### config.mk
export PLATFORM = sky130hd
export DESIGN_NAME = forwarding_unit_flat
export DESIGN_NICKNAME = d
export VERILOG_FILES = /design/src/rtl/forwarding_unit_pkg.sv /design/src/rtl/forwarding_unit_if.sv /design/src/rtl/forwarding_unit_fwd_select.sv /design/src/rtl/forwarding_unit.sv /design/src/flat_wrapper.sv
export SDC_FILE = /design/constraint.sdc
export NUM_CORES = 1
export LEC_CHECK = 0
export CAP_MARGIN = 30
export CORE_MARGIN = 5
export CORE_UTILIZATION = 30
export DETAILED_ROUTE_END_ITERATION = 16
export GPL_ROUTABILITY_DRIVEN = 0
export SYNTH_ARGS = -nofsm -noshare
export SYNTH_HDL_FRONTEND = slang
export SYNTH_SLANG_ARGS = --single-unit
### constraint.sdc
create_clock -name clk -period 1.5 [get_ports clk]
set_clock_uncertainty 0.05 [all_clocks]
set_input_delay 0.3 -clock clk [delete_from_list [all_inputs] [get_ports clk]]
set_output_delay 0.3 -clock clk [all_outputs]
set_load 0.02 [all_outputs]
### src/rtl/forwarding_unit_pkg.sv
// forwarding_unit_pkg: shared forwarding select codes, register width, shadow record and FSM states
package forwarding_unit_pkg;
  localparam int REG_ADDR = 5;
  localparam int CORTOCIRCUITO = 3;
  localparam logic [CORTOCIRCUITO-1:0] FWD_REG = 3'b000;
  localparam logic [CORTOCIRCUITO-1:0] FWD_EXMEM = 3'b001;
  localparam logic [CORTOCIRCUITO-1:0] FWD_MEMWB = 3'b010;
  typedef enum logic {IDLE, STALL} state_t;
  typedef struct packed {
    logic valid;
    logic [REG_ADDR-1:0] dst;
  } shadow_t;
endpackage

### src/rtl/forwarding_unit_if.sv
// forwarding_unit_if: pipeline-side bus of the forwarding unit; master = pipeline, slave = forwarding_unit; FORWARDING_STATS_EN adds fwd_count/stall_count
interface forwarding_unit_if;
  import forwarding_unit_pkg::*;
  logic enable;
  logic [REG_ADDR-1:0] ex_rs;
  logic [REG_ADDR-1:0] ex_rt;
  logic [REG_ADDR-1:0] ex_dst;
  logic ex_reg_write;
  logic ex_mem_read;
  logic [REG_ADDR-1:0] id_rs;
  logic [REG_ADDR-1:0] id_rt;
  logic id_uses_rt;
  logic [CORTOCIRCUITO-1:0] fwd_a;
  logic [CORTOCIRCUITO-1:0] fwd_b;
  logic stall;
  logic flush_idex;
`ifdef FORWARDING_STATS_EN
  logic [31:0] fwd_count;
  logic [31:0] stall_count;
  modport master (output enable, ex_rs, ex_rt, ex_dst, ex_reg_write, ex_mem_read, id_rs, id_rt, id_uses_rt,
                  input fwd_a, fwd_b, stall, flush_idex, fwd_count, stall_count);
  modport slave (input enable, ex_rs, ex_rt, ex_dst, ex_reg_write, ex_mem_read, id_rs, id_rt, id_uses_rt,
                 output fwd_a, fwd_b, stall, flush_idex, fwd_count, stall_count);
`else
  modport master (output enable, ex_rs, ex_rt, ex_dst, ex_reg_write, ex_mem_read, id_rs, id_rt, id_uses_rt,
                  input fwd_a, fwd_b, stall, flush_idex);
  modport slave (input enable, ex_rs, ex_rt, ex_dst, ex_reg_write, ex_mem_read, id_rs, id_rt, id_uses_rt,
                 output fwd_a, fwd_b, stall, flush_idex);
`endif
endinterface

### src/rtl/forwarding_unit_fwd_select.sv
// fwd_select: one operand's forwarding select; src in, exmem/memwb shadows in, sel out (EX/MEM wins, $0 never forwarded)
module fwd_select
  import forwarding_unit_pkg::*;
(
  input  logic [REG_ADDR-1:0] src,
  input  shadow_t exmem,
  input  shadow_t memwb,
  output logic [CORTOCIRCUITO-1:0] sel
);
  always_comb begin
    sel = (src == '0) ? FWD_REG :
          (exmem.valid && exmem.dst == src) ? FWD_EXMEM :
          (memwb.valid && memwb.dst == src) ? FWD_MEMWB : FWD_REG;
  end
endmodule

### src/rtl/forwarding_unit.sv
// forwarding_unit: EX forwarding selects and load-use stall FSM; ports clk, rst (async active-high), bus (forwarding_unit_if.slave); FORWARDING_STATS_EN adds counters
module forwarding_unit
  import forwarding_unit_pkg::*;
(
  input logic clk,
  input logic rst,
  forwarding_unit_if.slave bus
);
  shadow_t exmem, memwb;
  state_t state, state_nx;
  logic hazard, stall;
  logic [CORTOCIRCUITO-1:0] fwd_a, fwd_b;
  fwd_select u_a (.src(bus.ex_rs), .exmem(exmem), .memwb(memwb), .sel(fwd_a));
  fwd_select u_b (.src(bus.ex_rt), .exmem(exmem), .memwb(memwb), .sel(fwd_b));
  always_ff @(posedge clk or posedge rst) begin
    if (rst) begin
      exmem <= '0;
      memwb <= '0;
      state <= IDLE;
    end else if (bus.enable) begin
      exmem <= '{valid: bus.ex_reg_write, dst: bus.ex_dst};
      memwb <= exmem;
      state <= state_nx;
    end
  end
  always_comb begin
    hazard = bus.ex_mem_read && bus.ex_reg_write && bus.ex_dst != '0 &&
             (bus.ex_dst == bus.id_rs || (bus.id_uses_rt && bus.ex_dst == bus.id_rt));
    stall = (state == IDLE) && hazard;
    state_nx = (state == IDLE) ? (hazard ? STALL : IDLE) : IDLE;
  end
  assign bus.fwd_a = fwd_a;
  assign bus.fwd_b = fwd_b;
  assign bus.stall = stall;
  assign bus.flush_idex = stall;
`ifdef FORWARDING_STATS_EN
  logic [31:0] fwd_count, stall_count;
  always_ff @(posedge clk or posedge rst) begin
    if (rst) begin
      fwd_count <= '0;
      stall_count <= '0;
    end else if (bus.enable) begin
      if ((fwd_a != FWD_REG || fwd_b != FWD_REG) && fwd_count != '1) fwd_count <= fwd_count + 32'd1;
      if (stall && stall_count != '1) stall_count <= stall_count + 32'd1;
    end
  end
  assign bus.fwd_count = fwd_count;
  assign bus.stall_count = stall_count;
`endif
endmodule

### src/flat_wrapper.sv
// flat-port wrapper written by rule: the top's interface ports become plain ports
module forwarding_unit_flat import forwarding_unit_pkg::*;
  (clk, rst, bus_enable, bus_ex_rs, bus_ex_rt, bus_ex_dst, bus_ex_reg_write, bus_ex_mem_read, bus_id_rs, bus_id_rt, bus_id_uses_rt, bus_fwd_a, bus_fwd_b, bus_stall, bus_flush_idex);
  forwarding_unit_if bus_i ();
  input logic clk;
  input logic rst;
  input wire logic [$bits(bus_i.enable)-1:0] bus_enable;
  input wire logic [$bits(bus_i.ex_rs)-1:0] bus_ex_rs;
  input wire logic [$bits(bus_i.ex_rt)-1:0] bus_ex_rt;
  input wire logic [$bits(bus_i.ex_dst)-1:0] bus_ex_dst;
  input wire logic [$bits(bus_i.ex_reg_write)-1:0] bus_ex_reg_write;
  input wire logic [$bits(bus_i.ex_mem_read)-1:0] bus_ex_mem_read;
  input wire logic [$bits(bus_i.id_rs)-1:0] bus_id_rs;
  input wire logic [$bits(bus_i.id_rt)-1:0] bus_id_rt;
  input wire logic [$bits(bus_i.id_uses_rt)-1:0] bus_id_uses_rt;
  output wire logic [$bits(bus_i.fwd_a)-1:0] bus_fwd_a;
  output wire logic [$bits(bus_i.fwd_b)-1:0] bus_fwd_b;
  output wire logic [$bits(bus_i.stall)-1:0] bus_stall;
  output wire logic [$bits(bus_i.flush_idex)-1:0] bus_flush_idex;
  assign bus_i.enable = bus_enable;
  assign bus_i.ex_rs = bus_ex_rs;
  assign bus_i.ex_rt = bus_ex_rt;
  assign bus_i.ex_dst = bus_ex_dst;
  assign bus_i.ex_reg_write = bus_ex_reg_write;
  assign bus_i.ex_mem_read = bus_ex_mem_read;
  assign bus_i.id_rs = bus_id_rs;
  assign bus_i.id_rt = bus_id_rt;
  assign bus_i.id_uses_rt = bus_id_uses_rt;
  assign bus_fwd_a = bus_i.fwd_a;
  assign bus_fwd_b = bus_i.fwd_b;
  assign bus_stall = bus_i.stall;
  assign bus_flush_idex = bus_i.flush_idex;
  forwarding_unit u_core (.clk(clk), .rst(rst), .bus(bus_i));
endmodule
==> results of run 1 <==
## critical path: cells and delay by family (launching register included)
kind | cells | cell delay (ns)
buffers and inverters | 2 | 0.25
xor gates and xnor gates | 1 | 0.16
AOI/OAI and AO/OA | 1 | 0.03
and+or+nand+nor | 2 | 0.46
DFF | 1 | 0.43
## area by class of cell
type	instances	area share, %
multi-input combinational	71	39.8
timing repair buffer	64	34.9
sequential	13	19.9
tap	44	3.36
clock buffer	4	1.60
inverter	2	0.458
## final timing paths
check	to	slack, ns	depth (start not counted)
max	bus_fwd_b[1]	-0.46	6
min	u_core.memwb[0]$_DFFE_PP0P_	0.29	2
max reg2reg	u_core.memwb[4]$_DFFE_PP0P_	0.41	3
min reg2reg	u_core.memwb[5]$_DFFE_PP0P_	0.53	1
max in group asynchronous	u_core.memwb[3]$_DFFE_PP0P_	0.76	2
min in group clk	u_core.exmem[3]$_DFFE_PP0P_	0.30	3
## per-stage QoR
stage | hold slack [ns] | TNS, ns
after floorplan | 0.127 | -0.683
after detailed placement | 0.520 | -7.11
final | 0.286 | -2.48
after global routing | 0.294 | -2.92
after global placement | 0.518 | -6.81
after CTS | 0.297 | -2.59
## report_power, final
| group | leakage [nW] | switching (mW) | internal (mW) |
|---|---|---|---|
| registers | 0.153 | 0.0469 | 0.392 |
| logic | 0.576 | 0.158 | 0.235 |
| clock network | 0.0150 | 0.106 | 0.103 |
## routing by layer
| metal | share of wire [%] | track usage, % | up-vias |
|---|---|---|---|
| met5 | 0 | 0 | - |
| met4 | 3.0 | 8.03 | 0 |
| met3 | 8.0 | 2.21 | 7 |
| met2 | 48 | 23.5 | 40 |
| met1 | 41 | 14.6 | 430 |
| li1 | - | - | 435 |
## kinds of logic after synthesis
kind of cell	count (synthesis)	synth area share, %
AOI/OAI and AO/OA	7	6.42
xor gates and xnor gates	28	26.2
buffers and inverters	6	3.74
DFF	13	34.8
muxes	12	14.4
other	1	0.401
and+or+nand+nor	22	14.0
## flip-flops by register name, summed over array words and instances (netlist names)
register	count
u_core.state	1
u_core.memwb	6
u_core.exmem	6
## Yosys cell counts
cell      instances  area [µm²]
xor2_1           23         201
dfrtp_1          13         325
mux2_2           12         135
xnor2_1           5        43.8
nand2_1           4        15.0
buf_4             3        22.5
nand3_1           3        15.0
nor2_1            3        11.3
nor3_1            3        15.0
or4_1             3        22.5
a211oi_1          2        15.0
and3_1            2        12.5
inv_1             2        7.51
nor4_1            2        12.5
o21a_1            2        15.0
a32oi_1           1        8.76
buf_2             1        5.00
conb_1            1        3.75
nor4_2            1        12.5
nor4b_2           1        15.0
o21ai_1           1        5.00
o32ai_2           1        16.3
## layout by cell type (no fill, tap or decap), types with 2 or more instances in the layout
master,n
xor2_1,22
buf_4,22
dlygate4sd2_1,15
buf_6,14
mux2_2,12
dfrtp_1,12
clkdlybuf4s50_1,5
buf_2,5
xnor2_1,4
nor2_1,3
nand3_1,3
nand2_1,3
clkbuf_4,3
nor3_1,2
inv_1,2
or4_4,2
nor4_1,2
and3_1,2
o21a_2,2
a211oi_4,2
conb_1,2
## repair_timing
action                                  CTS  global route
hold buffers                              0             0
endpoints found under the setup margin    7             6
pin swaps                                20             5
buffers inserted                          5             2
gates resized for setup                  97             5
==> flow_summary.ini, run 1 <==
[setup_path]
cpPeakStageDelay_ns = 0.43
slowest_stage = dfrtp_1
crit_path_cell_trace = xor2_1 > nor4_1 > and3_1 > buf_4 > a211oi_4 > buf_6
cp_max_fo = 3
start_kind = flop
critPathLaunch = u_core.exmem[3]$_DFFE_PP0P_
rr_startpoint = u_core.exmem[4]$_DFFE_PP0P_
arrival_ns = 1.61
end_kind = primary output
worst_ep_required_time_ns = 1.15
critPathKind = reg -> out

[timing]
timing.final.crit_share_pct = 130
fmax_mhz = 511
rsz0062_at_grt = yes
final_hold_viol_count = 0
fin_ws_ns = -0.457
fin_crit_ns = 1.96
setup_viol = 7
slew_viol_final = 0

[die]
rows = 20
start_util_pct = 30.9
core_area_mm2 = 0.00303
top_level_ports = 39
die_w_um = 65.9
die_area_mm2 = 0.00434
die_h_um = 65.9

[logic_synthesis]
synthCells = 89
synth_warnings = 0
synth.distinct_cells = 22
ys_ff_latch = 13
syn-cell-area_um2 = 936
syn_area_per_cell_um2 = 10.5
synth-seq-area-share_pct = 34.8

[global_route]
antenna_found_initial = 0
globalRouteOverflowTotal = 0
grt_max_degree = 15
grt_usage_pct = 13.3
first_global_vias = 969
grt_pass1_wl_um = 4390

[routing]
dr_total_vias = 912
drt_first_pass_iters = 2
vias_per_cell = 4.61
drc = 0
drt_iter0_markers = 26
antenna_left = 0
wl_per_cell_um = 13.0
routed_wl_um = 2580

[power]
finalPower_mw = 1.04
total_leakage_power_nw = 0.744
ir_worst_vdd_mv = 0.275
p_per_area_mw_per_mm2 = 634

[final_layout]
n_antenna_cell = 0
register_area_um2 = 327
area_delta_synth_final_pct = 75.3
fillerInstances = 298
instances_no_fill = 198
final_layout_size_suffix_gt1_share_pct = 46.8
fin_nets = 186
utilization_pct = 54.2
stdcell_area_mm2 = 0.00164
multi_input_area_um2 = 653

[cts]
cts_root_buf = clkbuf_4
cts_made_buffers = 3
cts.sinks = 13
clockBufferDepth = 2
htreeDepth = 1
path_clk_slew_ns = 0.07
cts_tree = built
clock_latency_ns = 0.27

[placement]
dp_slack_ns = -1.24
dp_hpwl_um = 2170
io_buffer_count = 36
dp_cells = 187
placed_area_mm2 = 0.00153

[hold_path]
hold_path_class = in -> async

[status]
status = finished with violations
violations = negative setup slack

[flow_run]
cap_viol_max_count = 0
Note: power is estimated with default switching activity, not from simulation.
==> inputs of run 2 (changes only) <==
--- a/config.mk
+++ b/config.mk
@@ -8,6 +8,7 @@
 export CAP_MARGIN = 30
 export CORE_MARGIN = 5
 export CORE_UTILIZATION = 30
+export CTS_BUF_LIST = sky130_fd_sc_hd__clkbuf_16
 export DETAILED_ROUTE_END_ITERATION = 16
 export GPL_ROUTABILITY_DRIVEN = 0
 export SYNTH_ARGS = -nofsm -noshare
==> run 2 against run 1 <==
The run still ends with negative setup slack left. Flip-flop and latch count stayed put. First-iteration DRC count is 27% higher. Global-route usage is 0.14 points higher. Sequential power hardly changed. Count of clock-buffer cells in the layout is 1 lower. Register-to-register slack hardly changed. Total power is 26% higher. Hold slack better by 0.044 ns. Final cell count is 1.0% lower. Combinational power is 2% lower. Non-clock buffer count is 2 lower. Critical endpoint unchanged.
==> flow_summary.ini, run 2 (synthesis gave the netlist of run 1 again) <==
[cts]
cts_tree = built
path_clk_slew_ns = 0.04
cts.sinks = 13
cts_made_buffers = 3
cts_root_buf = clkbuf_16
htreeDepth = 1
clockBufferDepth = 2
clock_latency_ns = 0.24

[routing]
routed_wl_um = 2630
wl_per_cell_um = 13.4
drt_iter0_markers = 33
drc = 0
routed-wl-met2_um = 1300
antenna_left = 0
drt-met1-wl_um = 1070
wl_met3_um = 210
top_layer = met4
vias_per_cell = 4.64
drt_first_pass_iters = 4
dr_total_vias = 909

[placement]
dp_slack_ns = -1.24
io_buffer_count = 36
dp_hpwl_um = 2170

[global_route]
first_global_vias = 981
grt_pass1_wl_um = 4470
antenna_found_initial = 0
grt_usage_pct = 13.4
grt_max_degree = 15
globalRouteOverflowTotal = 0

[setup_path]
worst_ep_required_time_ns = 1.15
end_kind = primary output
arrival_ns = 1.59
start_kind = flop
critPathKind = reg -> out
cp_max_fo = 3

[die]
core_area_mm2 = 0.00303
die_w_um = 65.9
rows = 20
die_area_mm2 = 0.00434
start_util_pct = 30.9
die_h_um = 65.9
top_level_ports = 39

[final_layout]
utilization_pct = 55.3
layout_common_cells = xor2_1, buf_4, dlygate4sd2_1
fillerInstances = 296
largestRegisters = u_core.exmem (6), u_core.memwb (6), u_core.state (1)
final_layout_size_suffix_gt1_share_pct = 46.7
layout_commonest_cell = xor2_1
n_antenna_cell = 0
fin_nets = 184
area_delta_synth_final_pct = 79.0

[timing]
setup_viol = 6
final_hold_viol_count = 0
final.setup.tns_ns = -2.39
fmax_mhz = 516
timing.final.crit_share_pct = 129
fin_crit_ns = 1.94
rsz0062_at_grt = yes
holdWs_ns = 0.330
fin_ws_ns = -0.440
slew_viol_final = 0

[flow_run]
cap_viol_max_count = 0

[power]
ir_worst_vdd_mv = 0.360
total_leakage_power_nw = 0.757
p_per_area_mw_per_mm2 = 786

[status]
violations = negative setup slack
status = finished with violations

[hold_path]
hold_path_class = in -> async
## run 2: cell count changes in the layout (fill, tap and decap cells not counted), sizes merged
| cell | previous run | this run |
|---|---|---|
| clkbuf | 4 | 3 |
| buf | 42 | 41 |
| dlygate4sd2 | 15 | 16 |
| clkdlybuf4s15 | 1 | 0 |
| inv | 2 | 3 |
| dlymetal6s2s | 1 | 0 |
## run 2: power breakdown
group          internal, mW  switching [mW]  total [mW]
clock                 0.351           0.139       0.489
sequential            0.393          0.0477       0.441
combinational         0.230           0.156       0.386
## run 2: worst paths after layout
kind                                                to  cells past startpoint                         from  slack, ns
max reg2reg                u_core.memwb[4]$_DFFE_PP0P_                      3  u_core.exmem[4]$_DFFE_PP0P_       0.41
min in group clk           u_core.exmem[3]$_DFFE_PP0P_                      3                bus_ex_dst[3]       0.34
max in group asynchronous  u_core.memwb[5]$_DFFE_PP0P_                      2                          rst       0.74
min                        u_core.memwb[1]$_DFFE_PP0P_                      2                          rst       0.33
min reg2reg                u_core.memwb[5]$_DFFE_PP0P_                      1  u_core.memwb[5]$_DFFE_PP0P_       0.53
max                                       bus_fwd_b[1]                      6  u_core.exmem[2]$_DFFE_PP0P_      -0.44
## run 2: routing by layer
| metal | global-route usage (%) | up-vias |
|---|---|---|
| met2 | 24.5 | 39 |
| met1 | 14.6 | 430 |
| met3 | 2.72 | 6 |
| met4 | 6.22 | 0 |
| met5 | 0 | - |
| li1 | - | 434 |
## run 2: layout make-up
class,instances,area (µm²),area share (%)
multi-input cells,71,661,39.4
repair buffers,62,548,32.7
flip-flops and latches,13,325,19.4
clock buffers,3,75.1,4.48
well taps,44,55.1,3.29
inverters,2,7.51,0.448
clock inverters,1,3.75,0.224
## run 2: critical path: stages (launching register included)
cell      delay (ns)
dfrtp_1         0.41
xor2_1          0.17
nor4_1          0.27
and3_1          0.23
buf_6           0.11
a211oi_4        0.03
buf_6           0.13
## run 2: through the flow
stage          area [µm²]  power [mW]  std cells
3_5_place_dp         1530       0.824        187
4_1_cts              1650        1.32        195
6_report             1680        1.32        196
5_1_grt              1680        1.39        196
2_1_floorplan         976       0.612         90
3_3_place_gp         1530       0.811        187
## run 2: repair_timing
action	CTS	global route
resized for setup	101	4
pin swaps	25	7
setup buffers	4	3
setup endpoints to repair	7	7
hold buffers	0	0
==> inputs of run 3 (changes only) <==
--- a/config.mk
+++ b/config.mk
@@ -7,10 +7,11 @@
 export LEC_CHECK = 0
 export CAP_MARGIN = 30
 export CORE_MARGIN = 5
-export CORE_UTILIZATION = 30
+export CORE_UTILIZATION = 38
 export CTS_BUF_LIST = sky130_fd_sc_hd__clkbuf_16
 export DETAILED_ROUTE_END_ITERATION = 16
 export GPL_ROUTABILITY_DRIVEN = 0
+export PLACE_DENSITY = 0.79
 export SYNTH_ARGS = -nofsm -noshare
 export SYNTH_HDL_FRONTEND = slang
 export SYNTH_SLANG_ARGS = --single-unit
==> run 3 against run 2 <==
The run still ends with negative setup slack left. Hold slack gained 0.0012 ns. Register-to-register slack better by 0.09 ns. Critical path depth is the same. Total power down 1.3%. Sequential share of layout area grew 0.29 points.
==> flow_summary.ini, run 3 (synthesis gave the netlist of run 1 again) <==
[final_layout]
n_antenna_cell = 0
instances_no_fill = 181
utilization_pct = 68.5
layout_common_cells = xor2_1, buf_4, dlygate4sd2_1
final_layout_size_suffix_gt1_share_pct = 45.0
largestRegisters = u_core.exmem (6), u_core.memwb (6), u_core.state (1)
area_delta_synth_final_pct = 76.3
fin_nets = 183
stdcell_area_mm2 = 0.00165

[die]
rows = 18
die_h_um = 59.6
die_area_mm2 = 0.00356
start_util_pct = 38.8
core_area_mm2 = 0.00241
die_w_um = 59.6
top_level_ports = 39

[routing]
antenna_left = 0
drt_first_pass_iters = 4
drt_iter0_markers = 11
wl_per_cell_um = 14.2
drc = 0
dr_total_vias = 896
vias_per_cell = 4.95
routed_wl_um = 2570

[setup_path]
critPathBufInv = 2
worst_ep_required_time_ns = 1.15
crit_family = simple AND/OR/NAND/NOR gates
cpPeakStageDelay_ns = 0.40
start_kind = flop
crit_top_cell = buf_6
arrival_ns = 1.59
path_depth = 6
crit_path_cell_trace = xor2_1 > nor4_1 > and3_1 > buf_6 > a211oi_4 > buf_6
critPathKind = reg -> out
cp_max_fo = 3
end_kind = primary output
slowest_stage = dfrtp_1
worst_r2r_path_depth = 2

[power]
p_sw_share_pct = 25.8
total_leakage_power_nw = 0.745
intPower_mw = 0.965
p_comb_share_pct = 29.6
ir_worst_vdd_mv = 0.708
p_seq_share_pct = 33.7
pwr-share-clk_pct = 36.7
power.switching_mw = 0.335
finalPower_mw = 1.30
p_per_area_mw_per_mm2 = 787

[timing]
fin_ws_ns = -0.439
setup_viol = 6
fin_crit_ns = 1.94
final_hold_viol_count = 0
slew_viol_final = 0
timing.final.crit_share_pct = 129
holdWs_ns = 0.331
rsz0062_at_grt = yes
final.setup.tns_ns = -2.41
fmax_mhz = 516

[placement]
dp_cells = 176
placed_area_mm2 = 0.00154
dp_slack_ns = -1.21
dp_hpwl_um = 2120
io_buffer_count = 36

[global_route]
grt_max_degree = 15
antenna_found_initial = 0
grt_pass1_wl_um = 4570
globalRouteOverflowTotal = 0
grt_usage_pct = 17.1
first_global_vias = 1029

[cts]
htreeDepth = 1
cts_root_buf = clkbuf_16
clock_latency_ns = 0.23
cts_tree = built
cts.sinks = 13
hold_buffers = 0
clockBufferDepth = 2
path_clk_slew_ns = 0.04
cts_made_buffers = 3

[flow_run]
cap_viol_max_count = 0

[status]
status = finished with violations
violations = negative setup slack

[hold_path]
hold_path_class = in -> async
==> run 3: layer usage <==
layer	up-vias	track usage [%]	routed length [µm]
li1	429	-	-
met1	430	18.2	972
met2	35	32.8	1390
met3	2	4.14	198
met4	0	4.75	12
met5	-	0	0
==> run 3: repair_timing <==
item | CTS | global route
pin swaps | 17 | 8
gates resized for setup | 95 | 3
setup endpoints to repair | 7 | 7
setup buffers | 2 | 0
==> run 3: worst register-to-register path, stage by stage, from the launching register on <==
cell and delay, ns:
dfrtp_1 0.42, buf_4 0.16, mux2_2 0.26
==> run 3: area by class of cell <==
cell class | count | area, µm²
inverter | 2 | 7.51
clock inverter | 1 | 3.75
timing repair buffer | 61 | 537
sequential | 13 | 325
fill | 189 | 759
multi-input combinational | 71 | 664
clock buffer | 3 | 75.1
tap | 30 | 37.5
==> run 3: final timing paths <==
kind                                             start                     endpoint  slack (ns)
min reg2reg                u_core.memwb[5]$_DFFE_PP0P_  u_core.memwb[5]$_DFFE_PP0P_        0.53
min                                                rst     u_core.state$_DFFE_PP0P_        0.33
max in group asynchronous                          rst  u_core.memwb[3]$_DFFE_PP0P_        0.75
min in group clk                         bus_ex_dst[0]  u_core.exmem[0]$_DFFE_PP0P_        0.36
max                        u_core.exmem[0]$_DFFE_PP0P_                 bus_fwd_b[1]       -0.44
max reg2reg                u_core.exmem[3]$_DFFE_PP0P_  u_core.exmem[3]$_DFFE_PP0P_        0.50
==> run 3: power by group through the flow <==
stage          clock network [mW]  logic, mW  registers [mW]
2_1_floorplan                   0      0.178           0.434
3_3_place_gp                    0      0.369           0.438
3_5_place_dp                    0      0.385           0.442
4_1_cts                     0.484      0.384           0.438
5_1_grt                     0.505      0.422           0.444
6_report                    0.477      0.385           0.437
==> RTL edit (config.mk and constraints of run 1) <==
The package constant `REG_ADDR` goes from 5 to 10.
--- a/src/rtl/forwarding_unit_pkg.sv
+++ b/src/rtl/forwarding_unit_pkg.sv
@@ -2,3 +2,3 @@
 package forwarding_unit_pkg;
-  localparam int REG_ADDR = 5;
+  localparam int REG_ADDR = 10;
   localparam int CORTOCIRCUITO = 3;
Ports: changed (5 resized); port bits go from 39 to 64. No check against the original RTL was run, so the function may have changed too.
==> RTL edit against run 1 <==
The run still ends with setup timing left. Sequential cell count grew 10. Synthesized cell count grew 73%. Design area grew 79%. Power grew 86%. Worst setup slack lost 0.063 ns. Synthesized area grew 78%. Clock power grew 87%. Routed wire length grew 82%. Critical path type unchanged. Largest power group unchanged. Highest routed layer unchanged.
==> RTL edit: results (changes against run 1) <==
sequential share of power = 0.402 (-0.020)
GRT Overall Usage = 0.1285 (-0.004126)
n_diodes = 0 (unchanged)
wire per inst = 14.09 microns (+8.0%)
Clk Tree Root Cell = clkbuf_8
worst-path maximum fanout = 3 (unchanged)
vias per cell = 4.548 (-1.3%)
number of global-route vias before repair = 1605 (+66%)
Nets = 319 (+72%)
Pleak = 1.230 nW (+65%)
R2R Setup Slk = 0.42 ns
Setup TNS = -2.811 ns (-0.3304 ns)
mux cell area share after synthesis = 0.1485 (+0.004152)
dpl hpwl = 3807 microns (+75%)
status = finished, violations left
Detailed Route Iter0 Violations = 29 (+12%)
Max VDD drop = 0.3514 mV (+28%)
complex-gate fraction of the synthesized area = 0.02476 (-0.03941)
Setup-failing EPs final = 7 (unchanged)
Seq/Total Area, Yosys = 0.3451 (-0.002507)
Synth Area in XOR/XNOR = 0.3151 (+0.05305)
dpl ws = -1.335 ns (-0.09773 ns)
worst hold path class = primary input to flop
Filler Cells Inserted = 543 (+82%)
first-pass GRT wire length = 7486 microns (+71%)
total power = 1.936 mW (+86%)
DP Cell Count = 325 (+74%)
CP arrival = 1.67 ns (+0.06 ns)
delay-heaviest family, CP = flip-flops
largest net degree at the start of global routing = 25 (+10)
origin of the critical flop-to-flop path = u_core.exmem[0]
port bufs = 61 (+69%)
Post-synth top cells = xnor2_1 (49), dfrtp_1 (23), mux2_2 (22)
placed inst area = 2726 sq um (+78%)
reg-to-reg endpoint = u_core.memwb[0]
internal power = 1.348 mW (+85%)
final setup margin = -0.5205 ns (-0.06331 ns)
syn_area_per_cell = 10.83 sq um (+3.0%)
clock slew at reported path FFs = 0.09 ns (+0.02 ns)
synth warn = 0 (unchanged)
Comb. pwr = 0.766 mW (+95%)
Worst path max stage delay = 0.44 ns
hold slack final = 0.3071 ns (+0.02069 ns)
1st-pass router iterations = 3 (+1)
main area contributors after synthesis = dfrtp_1 (35%), xnor2_1 (26%), mux2_2 (15%)
Synth cell types = 24 (+9.1%)
PwrDens = 658.2 nW/um^2 (+3.8%)
largest registers = u_core.exmem x11, u_core.memwb x11, u_core.state x1
share of post-route cells with drive strength above 1 = 0.5191 (+0.05155)
area share of fa/ha/maj cells after synthesis = 0 (unchanged)
failing checks = setup timing
Via Count = 1519 (+67%)
## RTL edit: cell count changes after synthesis, moves of 4 or more
cell,delta
dfrtp_1,+10
mux2_2,+10
nand4_1,+10
nor4_1,+4
xnor2_1,+44
xor2_1,-12
## RTL edit: routing by layer
| layer | track usage | vias up | wire length, microns |
|---|---|---|---|
| li1 | - | 762 | - |
| met1 | 0.1638 | 704 | 2036 |
| met2 | 0.2178 | 51 | 2278 |
| met3 | 0.03533 | 2 | 374 |
| met4 | 0.02590 | 0 | 15 |
| met5 | 0 | - | 0 |
## RTL edit: worst reg2reg max path: cells and delay by family, from the launching register on
family | cells | cell delay [ns]
multiplexers | 1 | 0.25
flip-flops | 1 | 0.40
buffers and inverters | 2 | 0.28
## RTL edit: layout make-up
type / count / share of cell area
clock buffers: 3 / 0.01404
repair buffers: 109 / 0.3126
well taps: 72 / 0.03063
clock inverters: 1 / 0.001701
inverters: 2 / 0.002552
multi-input cells: 124 / 0.4424
flip-flops and latches: 23 / 0.1961
## RTL edit: timing repair
item	4_1_cts	5_1_grt
pin swaps	45	31
hold buffers	0	0
buffers inserted	3	2
setup endpoints to repair	7	7
gates resized for setup	136	46
## RTL edit: worst max path at each step
stage / from / endpoint / slack (ns) / depth (start not counted)
6_report: u_core.exmem[5] / bus_fwd_b[1] / -0.52 / 6
5_1_grt: u_core.memwb[1] / bus_fwd_b[1] / -0.63 / 6
4_1_cts: bus_ex_dst[5] / bus_stall / -0.56 / 6
3_5_place_dp: bus_ex_dst[2] / bus_stall / -1.34 / 7
3_3_place_gp: bus_ex_dst[8] / bus_flush_idex / -1.30 / 5
2_1_floorplan: bus_ex_dst[2] / bus_stall / -0.36 / 6
